### src/rtl/button_event_pkg.sv
// Shared constants and helpers for the pushbutton event front-end.
package button_event_pkg;

    localparam logic [1:0] ST_IDLE   = 2'd0;
    localparam logic [1:0] ST_DELAY  = 2'd1;
    localparam logic [1:0] ST_REPEAT = 2'd2;

    function automatic int unsigned clog2(input int unsigned value);
        int unsigned r;
        r = 0;
        for (int unsigned i = 0; i < 32; i++)
            if ((64'd1 << i) < 64'(value)) r = i + 1;
        return r;
    endfunction

    // Index of the lowest set bit; 0 when the vector is empty.
    function automatic int unsigned lowest_idx(input logic [31:0] vec);
        int unsigned idx;
        idx = 0;
        for (int unsigned i = 32; i > 0; i--)
            if (vec[i-1]) idx = i - 1;
        return idx;
    endfunction

endpackage

### src/rtl/sample_tick_gen.sv
// Prescaler producing a one-cycle tick every DIV clock cycles.
module sample_tick_gen
    import button_event_pkg::*;
#(
    parameter int unsigned DIV = 50000
) (
    input  logic clk,
    input  logic clr,
    output logic tick
);

    localparam int unsigned CW = (clog2(DIV) < 1) ? 1 : clog2(DIV);

    logic [CW-1:0] r_cnt;

    assign tick = (r_cnt == CW'(DIV - 1));

    always_ff @(posedge clk or posedge clr) begin
        if (clr)
            r_cnt <= '0;
        else if (tick)
            r_cnt <= '0;
        else
            r_cnt <= r_cnt + CW'(1);
    end

endmodule

### src/rtl/button_event_ctrl.sv
// Debounces N pushbuttons and merges press/auto-repeat events into one
// valid/ready stream, lowest button index first.
module button_event_ctrl
    import button_event_pkg::*;
#(
    parameter int unsigned N            = 4,
    parameter int unsigned DIV          = 50000,
    parameter int unsigned REPEAT_DELAY = 50,
    parameter int unsigned REPEAT_RATE  = 10,
    localparam int unsigned IDW         = (clog2(N) < 1) ? 1 : clog2(N)
) (
    input  logic           clk,
    input  logic           clr,
    input  logic [N-1:0]   in,
    input  logic           repeat_en,
    output logic [N-1:0]   level,
    output logic           ev_valid,
    input  logic           ev_ready,
    output logic [IDW-1:0] ev_id,
    output logic           ev_repeat,
    output logic           overrun
);

    localparam int unsigned RMAX = (REPEAT_DELAY > REPEAT_RATE) ? REPEAT_DELAY : REPEAT_RATE;
    localparam int unsigned RCW  = (clog2(RMAX) < 1) ? 1 : clog2(RMAX);

    logic           w_tick;
    logic [N-1:0]   r_s0, r_s1, r_lvl;
    logic [N-1:0]   r_pend, r_rpt;
    logic [1:0]     r_state;
    logic [IDW-1:0] r_rep_idx;
    logic [RCW-1:0] r_rep_cnt;
    logic           r_ev_valid, r_ev_repeat, r_overrun;
    logic [IDW-1:0] r_ev_id;

    logic [N-1:0]   w_all, w_rise, w_set_rpt, w_set, w_clr, w_pend_nx, w_rpt_nx;
    logic [1:0]     w_state_nx;
    logic [IDW-1:0] w_idx_nx, w_sel;
    logic [RCW-1:0] w_cnt_nx, w_cmp;
    logic           w_rep_ev, w_load, w_ovr;

    sample_tick_gen #(.DIV(DIV)) u_tick (
        .clk  (clk),
        .clr  (clr),
        .tick (w_tick)
    );

    assign w_all  = in & r_s0 & r_s1;
    assign w_rise = w_tick ? (w_all & ~r_lvl) : '0;
    assign w_cmp  = (r_state == ST_DELAY) ? RCW'(REPEAT_DELAY - 1) : RCW'(REPEAT_RATE - 1);

    // A fresh press always retargets the repeat engine; release beats a due repeat.
    always_comb begin
        w_state_nx = r_state;
        w_idx_nx   = r_rep_idx;
        w_cnt_nx   = r_rep_cnt;
        w_rep_ev   = 1'b0;
        if (w_tick) begin
            if (|w_rise) begin
                w_idx_nx   = IDW'(lowest_idx(32'(w_rise)));
                w_cnt_nx   = '0;
                w_state_nx = ST_DELAY;
            end else if (r_state != ST_IDLE) begin
                if (!w_all[r_rep_idx] || !repeat_en) begin
                    w_state_nx = ST_IDLE;
                end else if (r_rep_cnt == w_cmp) begin
                    w_rep_ev   = 1'b1;
                    w_cnt_nx   = '0;
                    w_state_nx = ST_REPEAT;
                end else begin
                    w_cnt_nx = r_rep_cnt + RCW'(1);
                end
            end
        end
    end

    assign w_set_rpt = w_rep_ev ? (N'(1) << r_rep_idx) : '0;
    assign w_set     = w_rise | w_set_rpt;
    assign w_sel     = IDW'(lowest_idx(32'(r_pend)));
    assign w_load    = (!r_ev_valid || ev_ready) && (|r_pend);
    assign w_clr     = w_load ? (N'(1) << w_sel) : '0;
    assign w_pend_nx = (r_pend & ~w_clr) | w_set;
    assign w_rpt_nx  = (r_rpt & ~w_rise) | w_set_rpt;
    assign w_ovr     = |(w_set & r_pend & ~w_clr);

    always_ff @(posedge clk or posedge clr) begin
        if (clr) begin
            r_s0        <= '0;
            r_s1        <= '0;
            r_lvl       <= '0;
            r_pend      <= '0;
            r_rpt       <= '0;
            r_state     <= ST_IDLE;
            r_rep_idx   <= '0;
            r_rep_cnt   <= '0;
            r_ev_valid  <= 1'b0;
            r_ev_id     <= '0;
            r_ev_repeat <= 1'b0;
            r_overrun   <= 1'b0;
        end else begin
            if (w_tick) begin
                r_s0  <= in;
                r_s1  <= r_s0;
                r_lvl <= w_all;
            end
            r_pend    <= w_pend_nx;
            r_rpt     <= w_rpt_nx;
            r_overrun <= w_ovr;
            r_state   <= w_state_nx;
            r_rep_idx <= w_idx_nx;
            r_rep_cnt <= w_cnt_nx;
            if (w_load) begin
                r_ev_valid  <= 1'b1;
                r_ev_id     <= w_sel;
                r_ev_repeat <= r_rpt[w_sel];
            end else if (ev_ready) begin
                r_ev_valid <= 1'b0;
            end
        end
    end

    assign level     = r_lvl;
    assign ev_valid  = r_ev_valid;
    assign ev_id     = r_ev_id;
    assign ev_repeat = r_ev_repeat;
    assign overrun   = r_overrun;

endmodule

### config.mk
export PLATFORM = sky130hd
export DESIGN_NAME = button_event_ctrl
export DESIGN_NICKNAME = d
export VERILOG_FILES = /design/src/rtl/button_event_pkg.sv /design/src/rtl/sample_tick_gen.sv /design/src/rtl/button_event_ctrl.sv
export SDC_FILE = /design/constraint.sdc
export NUM_CORES = 1
export LEC_CHECK = 0
export CORE_ASPECT_RATIO = 0.5
export CORE_MARGIN = 5
export CORE_UTILIZATION = 53
export CTS_CLUSTER_SIZE = 40
export DETAILED_ROUTE_END_ITERATION = 7
export GPL_ROUTABILITY_DRIVEN = 1
export HOLD_SLACK_MARGIN = 0.03
export PLACE_DENSITY_LB_ADDON = 0.25
export SYNTH_ARGS = -nofsm -noshare
export SYNTH_HDL_FRONTEND = slang
export SYNTH_SLANG_ARGS = --single-unit
### constraint.sdc
create_clock -name clk -period 2 [get_ports clk]
set_input_delay 0.4 -clock clk [delete_from_list [all_inputs] [get_ports clk]]
set_output_delay 0.4 -clock clk [all_outputs]
set_load 0.03 [all_outputs]
==> metrics.md <==
| Metric | Value |
|---|---|
| Syn avg cell area | `9.366 sq um` |
| GRT Max-Usage Layer | `met2` |
| H-tree Lvls | `2` |
| GPL Wtd Cong | `0.8110` |
| CTS clk-pin slew, worst paths | `90 ps` |
| Io pins | `17` |
| Max Fanout on Critical Path | `3` |
| Largest net degree at the start of global routing | `36` |
| Switching power total | `0.3536 mW` |
| Simple-Gate Fraction of Synth Area | `0.2583` |
| DR pass1 iterations | `4` |
| Largest family of logic cells by synthesized area | `simple AND/OR/NAND/NOR gates` |
| TritonCTS clock tree | `built` |
| Sequential share of power | `0.582` |
| Post-synth EDFFs | `0` |
| Final Core Density | `0.6959` |
| GR Util met3 | `0.04788` |
| Gr ovfl total | `0` |
| Top-count cell post-synth | `nand2_1` |
| Global-route wire length before repair | `9.246 mm` |
| CTS sink cnt | `51` |
| Layout area overhead | `23.77%` |
| Static leakage power | `1.444 nW` |
| Initial DRC Count | `79` |
| Setup-failing EPs final | `0` |
| Core area | `4531 sq um` |
| Sw Ratio | `0.1988` |
| Post-synth ARST share | `1.000` |
| CP Class | `input pin to flop` |
| Power density cells | `564.0 nW/um^2` |
| Top cells by area, synth | `dfrtp_1 50%, nand2_1 7.7%, o21ai_0 3.7%` |
| Internal Power | `1.425 mW` |
| YS warnings | `0` |
| # DRC | `0` |
| Maximum vdd drop | `0.3486 mV` |
| Die Span Y | `59.03 um` |
| Routed len/inst | `13.69 um` |
| Row cnt | `17` |
| Arr. time, crit path | `2200 ps` |
| Final Cycle Share | `0.9879` |
| Num CTS Buffers | `5` |
| M2 GR Usage | `0.3269` |
| Combinational power share | `0.034` |
| Register area share after synthesis | `0.5010` |
| Hold Path Class | `input pin to async pin` |
| Clock tree buffer depth | `2` |
| Vias | `2,089` |
| Max_slew headroom | `0.7040` |
| Yosys reg bits | `51` |
| Final Skew | `8.847 ps` |
| Die Footprint | `6377 sq um` |
| Status | `complete, no violations` |
| Vias/cell | `5.426` |
| Worst slew pin tran | `443.1 ps` |
| Critical Path RT | `2220 ps` |
| Vias in the first global route | `2,129` |
| Clk pwr share | `0.384` |
| # diodes | `0` |
| Initial antenna violation count | `0` |
| Post-Synthesis Cells | `272` |
| Final ANT Viol Nets | `0` |
| Synthesized area | `2547 sq um` |
| Met1 usage | `0.2197` |
| Post-route cell area | `3153 sq um` |
| Final Max Tran Viols | `0` |
| Placed cell areas | `3008 sq um` |
| Gr usage total | `0.1813` |
| Port Buf Inserts | `16` |
| Most instantiated cells after synthesis | `52 x nand2_1, 51 x dfrtp_1, 24 x nor2_1, 19 x o21ai_0, 17 x nand3_1` |
| Post-synth cell types | `51` |
| XOR/XNOR Fraction of Synth Area | `0.05157` |
| Final net count | `330` |
| Die width | `108.0 um` |
| Endpoints failing hold | `0` |
| Synth Area in Compound Gates | `0.1449` |
| Clock latency on the worst-skew pair | `300 ps` |
| Crit. End Element | `flop` |
| Clock root buffer | `clkbuf_8` |
| Multiplexer area fraction after synthesis | `0.003929` |
| Min Tclk post-route | `1976 ps` |
| Max frequency | `506.1 MHz` |
| Proportion of layout cells with a drive suffix above 1 | `0.1818` |
| Synth Net Count | `283` |
| Synth top area share | `0.5010` |
| Maxcap violations | `0` |
| Startpoint class of the critical path | `input pin` |
| Cell taking the most area after synthesis | `dfrtp_1` |
| DRT Wirelength | `5.270 mm` |
| Adder-cell share of the synthesized area | `0.01473` |
| DP Wirelength | `3.860 mm` |
| Post-synth top flop | `dfrtp_1` |
| Initial Utilization | `0.5623` |
==> power groups by stage <==
stage | combinational (mW) | clock, mW | sequential, mW
after floorplan | 0.0213 | 0 | 1.06
after global placement | 0.0591 | 0 | 1.06
after detailed placement | 0.0604 | 0 | 1.06
after CTS | 0.0609 | 0.706 | 1.04
after global routing | 0.0676 | 0.740 | 1.04
final | 0.0597 | 0.683 | 1.04
==> sequential cells by signal, summed over array words and instances (netlist names), 4 cells and up <==
register and count:
u_tick.r_cnt 16, r_rep_cnt 6, r_s1 4, level 4
r_pend 4, r_s0 4, r_rpt 4
==> worst paths after layout <==
kind / slack, ps / to / depth (start not counted) / startpoint
max: 20 / overrun / 8 / in[2]
min: 400 / u_tick.r_cnt[15] / 2 / clr
max reg2reg: 90 / overrun / 6 / u_tick.r_cnt[7]
min reg2reg: 460 / u_tick.r_cnt[0] / 1 / u_tick.r_cnt[0]
max in group asynchronous: 1100 / r_rep_cnt[5] / 3 / clr
min in group clk: 400 / r_s0[1] / 3 / in[1]
==> cell type report <==
type / instances / area, sq um
clock inverter: 1 / 30.03
tap: 66 / 82.58
fill: 347 / 1378
sequential: 51 / 1276
timing repair buffer: 50 / 430.4
clock buffer: 6 / 72.57
multi-input combinational: 207 / 1246
inverter: 4 / 15.01
==> stage by stage <==
stage	setup WS (ps)	std cells	hold slack, ps	TNS (ps)	power, mW
after floorplan	99.86	272	425.1	0	1.083
after CTS	4.438	385	405.8	0	1.803
final	24.13	385	398.3	0	1.778
after detailed placement	-304.8	378	449.3	-2567	1.117
after global routing	-18.95	385	411.8	-36.64	1.844
after global placement	-255.4	378	436.9	-1833	1.115
==> logic make-up after synthesis <==
logic type / after synthesis
muxes: 1
DFF: 51
adders and majority gates: 3
xor gates and xnor gates: 15
AOI/OAI and AO/OA: 54
buffers and inverters: 14
and+or+nand+nor: 134
==> cell usage in the layout, fill, tap and decap left out, types with 3 or more instances in the layout <==
| cell type | instances |
|---|---|
| ha_1 | 3 |
| and3_1 | 6 |
| inv_1 | 3 |
| dfrtp_1 | 51 |
| buf_4 | 33 |
| or2_2 | 4 |
| or3_1 | 3 |
| nand3_1 | 15 |
| nor2_1 | 24 |
| clkbuf_8 | 5 |
| xnor2_1 | 5 |
| xor2_1 | 10 |
| o211ai_1 | 4 |
| nand2_1 | 52 |
| nor3_1 | 3 |
| a21o_1 | 3 |
| clkdlybuf4s50_1 | 15 |
| nand4_1 | 4 |
| o21ai_0 | 19 |
| nand2b_1 | 4 |
| nor2b_1 | 3 |
| a21oi_1 | 12 |
==> layer usage <==
layer / part of all wire / routed length [um]
met5: 0 / 0
met4: 0.012 / 62
met3: 0.044 / 232
met2: 0.50 / 2612
met1: 0.45 / 2362
==> critical path: stages <==
cell,delay [ps]
clkdlybuf4s50_1,440
nand3_1,130
or2_0,210
nand4_1,190
buf_4,200
o41ai_2,370
a21oi_1,110
o21ai_1,160
==> repair_timing <==
item	CTS	global route
endpoints found under the setup margin	3	7
resized for setup	2	7
hold buffers	0	0
setup buffers	0	0
pin swaps	1	3
Power figures use the tool's default switching activity.
